<file path="src/rtl/cdb_arbiter_pkg.sv">
// Shared types for the CDB arbiter: FU result packet, CDB broadcast packet and sizing constants.
// Both packets carry the same payload fields; the CDB one replaces done with valid.
package cdb_arbiter_pkg;

    localparam int unsigned ROB_TAG_W      = 5;
    localparam int unsigned XLEN           = 32;
    localparam int unsigned NUM_FU_DEFAULT = 4;

    typedef struct packed {
        logic                 done;
        logic [ROB_TAG_W-1:0] rob_tag;
        logic [XLEN-1:0]      v;
        logic                 take_branch;
        logic [XLEN-1:0]      branch_loc;
        logic                 mispredicted;
        logic [XLEN-1:0]      origin_PC;
        logic                 cond_br_en;
        logic                 br_en;
    } FU_OUT_PACKET;

    typedef struct packed {
        logic                 valid;
        logic [ROB_TAG_W-1:0] rob_tag;
        logic [XLEN-1:0]      v;
        logic                 take_branch;
        logic [XLEN-1:0]      branch_loc;
        logic                 mispredicted;
        logic [XLEN-1:0]      origin_PC;
        logic                 cond_br_en;
        logic                 br_en;
    } CDB_PACKET;

    // Bit-exact field copy of a winning FU result into a valid CDB broadcast.
    function automatic CDB_PACKET to_cdb(input FU_OUT_PACKET f);
        CDB_PACKET c;
        c.valid        = 1'b1;
        c.rob_tag      = f.rob_tag;
        c.v            = f.v;
        c.take_branch  = f.take_branch;
        c.branch_loc   = f.branch_loc;
        c.mispredicted = f.mispredicted;
        c.origin_PC    = f.origin_PC;
        c.cond_br_en   = f.cond_br_en;
        c.br_en        = f.br_en;
        return c;
    endfunction

endpackage

</file>
<file path="src/rtl/cdb_arbiter_rr_select.sv">
// Combinational round-robin picker: first set request at or above ptr, wrapping to ptr-1.
module cdb_arbiter_rr_select #(
    parameter int unsigned N = 4,
    localparam int unsigned IW = $clog2(N)
) (
    input  logic [N-1:0]  req,
    input  logic [IW-1:0] ptr,
    output logic [N-1:0]  grant,
    output logic [IW-1:0] grant_idx,
    output logic          any_grant
);

    always_comb begin
        grant     = '0;
        grant_idx = '0;
        any_grant = 1'b0;
        for (int unsigned k = 0; k < N; k++) begin
            int unsigned idx;
            idx = int'(ptr) + k;
            if (idx >= N) begin
                idx = idx - N;
            end
            if (!any_grant && req[idx[IW-1:0]]) begin
                any_grant               = 1'b1;
                grant_idx               = idx[IW-1:0];
                grant[idx[IW-1:0]]      = 1'b1;
            end
        end
    end

endmodule

</file>
<file path="src/rtl/cdb_arbiter.sv">
// Round-robin arbiter granting one FU result per cycle onto the registered CDB.
// Squash flushes every pending result and resets the priority pointer.
module cdb_arbiter
    import cdb_arbiter_pkg::*;
#(
    parameter int unsigned NUM_FU = NUM_FU_DEFAULT,
    localparam int unsigned PTR_W = $clog2(NUM_FU)
) (
    input  logic               clock,
    input  logic               reset,
    input  logic               squash,
    input  FU_OUT_PACKET       fu_out_packet [NUM_FU],
    output logic [NUM_FU-1:0]  fu_ack,
    output CDB_PACKET          cdb_packet,
    output logic [PTR_W-1:0]   rr_ptr_dbg
);

    logic [NUM_FU-1:0] done_vec;
    logic [NUM_FU-1:0] grant;
    logic [PTR_W-1:0]  grant_idx;
    logic              any_grant;

    logic [PTR_W-1:0]  rr_ptr_q, rr_ptr_d;
    CDB_PACKET         cdb_q, cdb_d;

    always_comb begin
        done_vec = '0;
        for (int unsigned i = 0; i < NUM_FU; i++) begin
            done_vec[i] = fu_out_packet[i].done;
        end
    end

    cdb_arbiter_rr_select #(
        .N (NUM_FU)
    ) u_rr_select (
        .req       (done_vec),
        .ptr       (rr_ptr_q),
        .grant     (grant),
        .grant_idx (grant_idx),
        .any_grant (any_grant)
    );

    // Squash acks every pending result so the FUs drop them; reset masks everything.
    always_comb begin
        if (reset) begin
            fu_ack = '0;
        end else if (squash) begin
            fu_ack = done_vec;
        end else begin
            fu_ack = grant;
        end
    end

    always_comb begin
        rr_ptr_d = rr_ptr_q;
        cdb_d    = '0;
        if (squash) begin
            rr_ptr_d = '0;
        end else if (any_grant) begin
            cdb_d    = to_cdb(fu_out_packet[grant_idx]);
            rr_ptr_d = (grant_idx == PTR_W'(NUM_FU - 1)) ? '0 : grant_idx + 1'b1;
        end
    end

    always_ff @(posedge clock) begin
        if (reset) begin
            rr_ptr_q <= '0;
            cdb_q    <= '0;
        end else begin
            rr_ptr_q <= rr_ptr_d;
            cdb_q    <= cdb_d;
        end
    end

    assign cdb_packet = cdb_q;
    assign rr_ptr_dbg = rr_ptr_q;

endmodule

</file>
<file path="config.mk">
export PLATFORM = sky130hd
export DESIGN_NAME = cdb_arbiter
export DESIGN_NICKNAME = d
export VERILOG_FILES = /design/src/rtl/cdb_arbiter_pkg.sv /design/src/rtl/cdb_arbiter_rr_select.sv /design/src/rtl/cdb_arbiter.sv
export SDC_FILE = /design/constraint.sdc
export NUM_CORES = 1
export LEC_CHECK = 0
export ABC_AREA = 1
export CAP_MARGIN = 0
export CELL_PAD_IN_SITES_DETAIL_PLACEMENT = 1
export CELL_PAD_IN_SITES_GLOBAL_PLACEMENT = 2
export CORE_MARGIN = 3
export CORE_UTILIZATION = 19
export CTS_CLUSTER_SIZE = 20
export DETAILED_ROUTE_END_ITERATION = 8
export PLACE_DENSITY = 0.84
export SLEW_MARGIN = 20
export SYNTH_ARGS = -nofsm -noshare
export SYNTH_HDL_FRONTEND = slang
export SYNTH_SLANG_ARGS = --single-unit
</file>
<file path="constraint.sdc">
create_clock -name clock -period 3.59 [get_ports clock]
set_clock_uncertainty 0.1 [all_clocks]
set_input_delay 0.718 -clock clock [delete_from_list [all_inputs] [get_ports clock]]
set_output_delay 0.718 -clock clock [all_outputs]
set_load 0.01 [all_outputs]
</file>
==> flow_summary.ini, run 1 <==
[critical_path]
critPathLaunchType = primary input
cp_max_fo = 8
path_delay_family = buffers and inverters
critPathRequiredTime_ps = 2770
worst-path-buf-inv = 3
cp_slowest_stage_delay_ps = 540
critPathKind = in -> out
critical_path.cell_chain = clkdlybuf4s50_1 > inv_1 > nand2_1 > nand3_2 > nand2_4 > nor2_2 > a22oi_1 > o21ai_0 > a21oi_1 > a21oi_1 > dlygate4sd2_1
worst_setup_path_end_kind = output pin
crit_slowest_cell = clkdlybuf4s50_1
cp.arrival_ps = 2530
cpMostUsedCell = a21oi_1

[worst_hold_path]
hold_class = reg -> reg

[sta]
fin_crit_sh_pct = 93.26
finalCriticalPeriod_ps = 3348
worst_pin_slew_ps = 841.8
setup_viol = 0
final_max_slew_viol_count = 0
rsz0062_at_grt = false
clock.fmax_mhz = 298.7
fin_hold_ws_ps = 707.2
slew_headroom_pct = 43.88
finalHoldViolCount = 0
fin_ws_ps = 241.8

[clocking]
cts_root_buffer = clkbuf_16
cts_tree = built
numCtsBuffers = 9
post_cts_buffers = 0
clkLatencyLatePin_ps = 380
clock-sinks = 108
clock_path_buffers = 2
htreeDepth = 3
clk_pin_slew_ps = 90

[pwr]
p_int_mw = 4.660
combPwrFrac_pct = 69.8
p_sw_share_pct = 48.54
clock_power_share_pct = 12.2
vdd_drop_max_uv = 254.2
p_leak_nw = 7.028
p_seq_share_pct = 18.0
powerDensity_nw_per_um2 = 604.6
switching_power_mw = 4.396

[layout]
mostFrequentLayoutCells = 534 x clkdlybuf4s50_1, 333 x inv_1, 254 x nand3_1
area_delta_synth_final_pct = 73.22
layout_commonest_cell = clkdlybuf4s50_1
fin_nets = 2277
drive_gt1_share_pct = 8.988
fillers = 5530

[global_route]
grt_start_max_net_pins = 99
grt_overflow_total = 0
grt_pass1_wl_um = 63470
antenna_found_initial = 6
grt_pass1_vias = 11120
grtUsageTotal_pct = 17.12

[job]
maxCapViolCount = 0

[synthesis]
synth_area_um2 = 8648
avgSynthCellArea_um2 = 6.326
seq_area_frac_synth_pct = 25.00
ys_warn_count = 0
syn_inst = 1367
syn-num-nets = 1801
synth_top_family_by_area = simple AND/OR/NAND/NOR gates
synth_fa_ha_area_share_pct = 1.013
synthMuxAreaShare_pct = 0
ys_types = 30
synth_xor_area_share_pct = 0
synth_compound_area_share_pct = 8.955
yosys_register_bits = 108
yosys.area_share.simple_pct = 43.84

[route]
vias_per_cell = 4.277
drt_iter0_markers = 384
wirelength_um = 43060
routedWlPerCell_um = 17.63
dr.pass1.iters = 5
drc_errors = 0
ant_nets = 0
vias = 10440

[floorplanning]
initial_core_util_pct = 19.39
rows = 77
ios = 539
die_w_um = 219.3
die_area_um2 = 48110
die-height_um = 219.3
fp.coreArea_um2 = 44610

[place]
portBuffers = 538
dpl.hpwl_um = 32970
gp_congestion = 0.8299
place_worst_setup_slack_ps = -19.47

[outcome]
status = completed
## cell families (layout without fill, tap and decap cells)
family	count (synthesis)	after routing
fa+ha+maj	7	7
simple gates	683	683
compound gates	129	129
buf+inv	440	920
other cells	0	3
flops	108	108
## flip-flops by register name (all words and copies together) (netlist names)
signal	cells
cdb_packet	106
rr_ptr_dbg	2
## routing by layer
layer	vias to the layer above	track usage, %	part of all wire (%)
li1	5196	-	-
met1	4816	19.43	40
met2	381	29.42	47
met3	47	5.843	9.7
met4	4	6.848	2.9
met5	-	0	0.049
## synth_stat cells, drive strengths merged
cell type | count | area share, %
a21boi | 1 | 0.087
inv | 336 | 15
a22oi | 4 | 0.35
buf | 79 | 5.4
nand3 | 328 | 23
ha | 7 | 1.0
o21ai | 10 | 0.62
clkbuf | 24 | 1.0
nor3 | 1 | 0.058
nand4 | 1 | 0.072
nor2 | 3 | 0.32
nand3b | 105 | 9.1
a21oi | 114 | 7.9
clkinv | 1 | 0.058
dfxtp | 108 | 25
nand2 | 245 | 11
## worst min-delay path, cell delays in order, from the launching register on
cell and delay [ps]:
dfxtp_1 320, buf_4 170, nand4_1 120, nand3_1 80
nand2_1 50, inv_1 30
## area by class of cell
type | count | area (um2) | share of cell area (%)
Multi-Input combinational cell | 819 | 4701 | 31.38
Clock inverter | 5 | 62.56 | 0.4176
Tap cell | 592 | 740.7 | 4.944
Sequential cell | 108 | 2162 | 14.43
Timing Repair Buffer | 568 | 5804 | 38.75
Clock buffer | 10 | 229.0 | 1.528
Antenna cell | 3 | 7.507 | 0.05011
Inverter | 337 | 1274 | 8.502
## through the flow
step / total power [mW] / cell area, um2 / cells / TNS, ps / utilization, %
after detailed placement: 8.107 / 14670 / 2424 / -19.47 / 32.89
after global placement: 8.034 / 14670 / 2424 / 0 / 32.89
after floorplan: 5.598 / 8648 / 1367 / 0 / -
after global routing: 9.877 / 14980 / 2442 / 0 / 33.58
after CTS: 9.272 / 14970 / 2439 / 0 / 33.55
final: 9.057 / 14980 / 2442 / 0 / 33.58
## power groups by stage
stage / logic, mW / registers, mW / clock network (mW)
final: 6.32 / 1.63 / 1.10
after global routing: 7.01 / 1.67 / 1.20
after CTS: 6.48 / 1.64 / 1.16
after detailed placement: 6.44 / 1.66 / 0
after global placement: 6.38 / 1.65 / 0
after floorplan: 3.77 / 1.83 / 0
## final timing paths
kind / start / cells past startpoint / slack, ps / to
worst min register to register: rr_ptr_dbg[1] / 5 / 710 / rr_ptr_dbg[1]
worst max-delay path: fu_out_packet[105] / 11 / 240 / fu_ack[1]
worst min-delay path: rr_ptr_dbg[1] / 5 / 710 / rr_ptr_dbg[1]
worst max register to register: rr_ptr_dbg[1] / 13 / 810 / cdb_packet[89]
## timing repair
| item | in CTS | in global routing |
|---|---|---|
| endpoints found under the setup margin | 4 | 3 |
| resized for setup | 3 | 4 |
| hold buffers | 0 | 0 |
| pin swaps | 0 | 0 |
No activity file was read; power rests on OpenSTA's default activity.
==> run 2, diff against run 1 <==
--- a/config.mk
+++ b/config.mk
@@ -10,10 +10,10 @@
 export CELL_PAD_IN_SITES_DETAIL_PLACEMENT = 1
 export CELL_PAD_IN_SITES_GLOBAL_PLACEMENT = 2
 export CORE_MARGIN = 3
-export CORE_UTILIZATION = 19
+export CORE_UTILIZATION = 18
 export CTS_CLUSTER_SIZE = 20
 export DETAILED_ROUTE_END_ITERATION = 8
-export PLACE_DENSITY = 0.84
+export PLACE_DENSITY = 0.8
 export SLEW_MARGIN = 20
 export SYNTH_ARGS = -nofsm -noshare
 export SYNTH_HDL_FRONTEND = slang
==> constraint.sdc (replaced) <==
create_clock -name clock -period 3.5 [get_ports clock]
set_clock_uncertainty 0.1 [all_clocks]
set_input_delay 0.7 -clock clock [delete_from_list [all_inputs] [get_ports clock]]
set_output_delay 0.7 -clock clock [all_outputs]
set_load 0.01 [all_outputs]
==> run 2 against run 1 <==
  * Sequential share of layout area is 0.10 points lower
  * Die area rose by 5.4%
  * Count of clock-buffer cells in the layout increased by 1
  * Sequential power is 3% higher
  * Critical path type unchanged
  * Power rose by 4.1%
  * Final cell count is 0.90% higher
==> flow_summary.ini, run 2 (same netlist as run 1, synthesis figures left out) <==
[global_route]
grt.met3_usage_pct = 6.344
grt_pass1_wl_um = 64980
grt_most_used_layer = met2
grt_start_max_net_pins = 107
grtUsageTotal_pct = 16.62
grt_overflow_total = 0
gr-usage-met2_pct = 29.42
grt_pass1_vias = 11280
antenna_found_initial = 3
met1_usage_pct = 18.46

[worst_hold_path]
hold_class = reg -> reg

[critical_path]
critPathKind = in -> out
cp.arrival_ps = 2530
cp_max_fo = 8
critPathRequiredTime_ps = 2700
worst_setup_path_end_kind = output pin
critPathLaunchType = primary input

[sta]
fin_hold_ws_ps = 700.5
clock.fmax_mhz = 300.0
rsz0062_at_grt = false
fin_ws_ps = 166.3
finalHoldViolCount = 0
setup_viol = 0
fin_crit_sh_pct = 95.25
final_max_slew_viol_count = 0
worst_pin_slew_ps = 627.5
slew_headroom_pct = 58.16
finalCriticalPeriod_ps = 3334
final.setup.tns_ps = 0

[clocking]
clock-sinks = 108
htreeDepth = 3
cts_tree = built
clock_path_buffers = 2
clkLatencyLatePin_ps = 380
cts_root_buffer = clkbuf_16
clk_pin_slew_ps = 80
numCtsBuffers = 9
cts_hold_buffers = 0
post_cts_buffers = 0

[floorplanning]
initial_core_util_pct = 18.38
fp.coreArea_um2 = 47050
die_area_um2 = 50710
die-height_um = 225.2
ios = 539
die_w_um = 225.2
rows = 79

[route]
vias = 10630
ant_nets = 0
vias_per_cell = 4.316
wirelength_um = 43940
drt_iter0_markers = 335
drc_errors = 0
dr.pass1.iters = 4
routedWlPerCell_um = 17.83

[place]
gp_congestion = 0.8322
dpl.hpwl_um = 33730
place_worst_setup_slack_ps = -87.13
portBuffers = 538

[job]
maxCapViolCount = 0

[pwr]
powerDensity_nw_per_um2 = 624.7
p_leak_nw = 7.067
vdd_drop_max_uv = 306.7

[outcome]
status = completed

[layout]
antenna-diode-count = 0
area_delta_synth_final_pct = 74.45
drive_gt1_share_pct = 9.478
mostFrequentLayoutCells = 532 x clkdlybuf4s50_1, 333 x inv_1, 254 x nand3_1
layout_commonest_cell = clkdlybuf4s50_1
largest_reg_flops = 106
fin_nets = 2287
run 2: cell count changes in the layout (fill, tap and decap cells not counted), sizes merged:
cell	before	now
dlygate4sd2	1	4
clkbuf	10	11
buf	30	40
dlymetal6s2s	3	2
diode	3	0
inv	337	336
clkinv	3	2
clkdlybuf4s50	534	532
clkinvlp	1	2
run 2: critical path: stages:
cell and delay (ps):
clkdlybuf4s50_1 530, inv_1 70, nand2_1 90, nand3_2 120
nand2_4 160, nor2_2 70, a22oi_1 150, o21ai_0 110
a21oi_1 140, a21oi_1 80, dlygate4sd2_1 290
run 2: stage by stage:
| step | std cells | total power [mW] | util (%) | instance area [um2] |
|---|---|---|---|---|
| floorplan | 1367 | 5.742 | - | 8648 |
| global placement | 2449 | 8.357 | 31.43 | 14790 |
| detailed placement | 2449 | 8.474 | 31.43 | 14790 |
| CTS | 2464 | 9.673 | 32.06 | 15080 |
| global route | 2464 | 10.26 | 32.07 | 15090 |
| finish | 2464 | 9.424 | 32.07 | 15090 |
run 2: repair_timing:
| item | in CTS | in global routing |
|---|---|---|
| pin swaps | 0 | 1 |
| gates resized for setup | 6 | 2 |
| endpoints found under the setup margin | 4 | 2 |
run 2: routing by layer:
| layer | vias up | share of wire, % |
|---|---|---|
| met5 | - | 0.073 |
| met4 | 4 | 2.2 |
| met3 | 46 | 10 |
| met2 | 384 | 48 |
| met1 | 4984 | 39 |
| li1 | 5216 | - |
run 2: path summary, 6_finish.rpt:
check                      from              to  slack, ps  depth (start not counted)
min               rr_ptr_dbg[1]   rr_ptr_dbg[1]        700                          5
min reg2reg       rr_ptr_dbg[1]   rr_ptr_dbg[1]        700                          5
max reg2reg       rr_ptr_dbg[0]  cdb_packet[40]        740                         14
max          fu_out_packet[105]       fu_ack[0]        170                         11
run 2: power by group:
part	switching, mW	internal, mW	leakage [nW]
logic	3.90	2.71	6.04
registers	0.111	1.57	0.886
clock network	0.564	0.572	0.138
total	4.57	4.85	7.07
run 2: final cells by class:
| type | count | area, um2 |
|---|---|---|
| clock buffer | 11 | 242.7 |
| clock inverter | 4 | 50.05 |
| fill | 5805 | 31960 |
| inverter | 337 | 1274 |
| multi-input combinational | 819 | 4701 |
| sequential | 108 | 2162 |
| tap | 607 | 759.5 |
| timing repair buffer | 578 | 5898 |
==> run 3, diff against run 2 <==
--- a/config.mk
+++ b/config.mk
@@ -7,13 +7,11 @@
 export LEC_CHECK = 0
 export ABC_AREA = 1
 export CAP_MARGIN = 0
-export CELL_PAD_IN_SITES_DETAIL_PLACEMENT = 1
-export CELL_PAD_IN_SITES_GLOBAL_PLACEMENT = 2
-export CORE_MARGIN = 3
-export CORE_UTILIZATION = 18
+export CORE_AREA = 3 3 207 209
 export CTS_CLUSTER_SIZE = 20
 export DETAILED_ROUTE_END_ITERATION = 8
-export PLACE_DENSITY = 0.8
+export DIE_AREA = 0 0 210 212
+export PLACE_DENSITY = 0.49
 export SLEW_MARGIN = 20
 export SYNTH_ARGS = -nofsm -noshare
 export SYNTH_HDL_FRONTEND = slang
==> run 3 against run 2 <==
  * Clock power is 11% lower
  * Power fell by 0.65%
  * Core utilization rose by 4.5 points
  * Count of clock-buffer cells in the layout grew 1
  * Maximum frequency increased by 1.4%
  * Via count is 1.4% lower
  * First-iteration DRC count is 88% higher
  * Global-route usage increased by 1.7 points
  * Setup slack improved by 47 ps
  * Sequential share of layout area increased by 0.086 points
  * Critical path type unchanged
==> flow_summary.ini, run 3 (same netlist as run 1, synthesis figures left out) <==
[outcome]
status = completed

[clocking]
clock_path_buffers = 2
clock-sinks = 108
htreeDepth = 3
cts_hold_buffers = 0
clkLatencyLatePin_ps = 370
numCtsBuffers = 9
cts_tree = built
clk_pin_slew_ps = 80
cts_root_buffer = clkbuf_16

[floorplanning]
ios = 539
die_w_um = 210
rows = 74
fp.coreArea_um2 = 41020
die-height_um = 212
initial_core_util_pct = 21.08
die_area_um2 = 44520

[sta]
worst_pin_slew_ps = 426.7
rsz0062_at_grt = false
finalHoldViolCount = 0
slew_headroom_pct = 71.56
final_max_slew_viol_count = 0
setup_viol = 0
fin_hold_ws_ps = 720.1
finalCriticalPeriod_ps = 3287
fin_crit_sh_pct = 93.91
clock.fmax_mhz = 304.3

[route]
wirelength_um = 42480
routedWlPerCell_um = 17.74
drc_errors = 0
vias_per_cell = 4.377
vias = 10480
ant_nets = 0
drt_iter0_markers = 630
dr.pass1.iters = 5

[critical_path]
cp.arrival_ps = 2490
critPathRequiredTime_ps = 2700
cp_max_fo = 6
critPathLaunchType = primary input
critPathKind = in -> out
worst_setup_path_end_kind = output pin

[layout]
largest_reg_flops = 106
area_delta_synth_final_pct = 73.41
layout_commonest_cell = clkdlybuf4s50_1
final_cells = 2395
fin_nets = 2290
final_area_um2 = 15000
mostFrequentLayoutCells = 533 x clkdlybuf4s50_1, 333 x inv_1, 254 x nand3_1
final_util_pct = 36.56
drive_gt1_share_pct = 9.565

[place]
dp.cells = 2375
gp_congestion = 0.8781
dpl.hpwl_um = 32790
placed_cell_area_um2 = 14720
portBuffers = 538

[worst_hold_path]
hold_class = reg -> reg

[global_route]
grt_overflow_total = 0
grt_pass1_wl_um = 62930
grt_pass1_vias = 10350
grt_start_max_net_pins = 79
grtUsageTotal_pct = 18.27
antenna_found_initial = 2

[pwr]
switching_power_mw = 4.552
combPwrFrac_pct = 71.3
p_leak_nw = 7.055
powerDensity_nw_per_um2 = 624.3
p_sw_share_pct = 48.62
vdd_drop_max_uv = 338.1
p_int_mw = 4.811
clock_power_share_pct = 10.9
p_seq_share_pct = 17.8

[job]
maxCapViolCount = 0
==> run 3: layout make-up <==
class                      count  area [um2]
clock buffer                  12       236.5
tap                          532       665.6
inverter                     337        1274
sequential                   108        2162
fill                        4415       26020
antenna                        2       5.005
timing repair buffer         581        5927
clock inverter                 4       26.28
multi-input combinational    819        4701
==> run 3: critical path, stage by stage <==
cell and delay, ps:
clkdlybuf4s50_1 520, inv_1 70, nand2_1 90, nand3_2 110
nand2_4 140, nor2_2 70, a22oi_1 150, o21ai_0 120
a21oi_1 140, a21oi_1 80, dlygate4sd2_1 290
==> run 3: what timing repair did <==
item                       CTS  global route
setup endpoints to repair    4             0
gates resized for setup      7             0
setup buffers                2             0
==> run 3: metrics by stage <==
stage / power [mW] / TNS, ps / worst slack (ps)
after detailed placement: 8.411 / -99.97 / -47.60
final: 9.363 / 0 / 213.3
after global placement: 8.392 / 0 / 22.99
after floorplan: 5.742 / 0 / 787.5
after CTS: 9.496 / 0 / 215.8
after global routing: 10.09 / 0 / 49.48
==> run 3: final timing paths <==
kind,depth (start not counted),slack (ps),from,end
worst max-delay path,11,210,fu_out_packet[105],fu_ack[1]
worst min-delay path,5,720,rr_ptr_dbg[1],rr_ptr_dbg[1]
worst max register to register,13,710,rr_ptr_dbg[1],cdb_packet[26]
worst min register to register,5,720,rr_ptr_dbg[1],rr_ptr_dbg[1]
==> run 3: power by group through the flow <==
stage                     registers (mW)  clock network, mW  logic (mW)
final                               1.67               1.02        6.68
after global routing                1.70               1.10        7.29
after CTS                           1.67               1.07        6.75
after detailed placement            1.70                  0        6.71
after global placement              1.69                  0        6.70
after floorplan                     1.87                  0        3.87
==> run 3: per-layer routing <==
| layer | part of all wire, % | GRT usage, % |
|---|---|---|
| met5 | 0.031 | 0 |
| met4 | 1.6 | 5.069 |
| met3 | 6.6 | 4.014 |
| met2 | 49 | 31.80 |
| met1 | 43 | 22.84 |
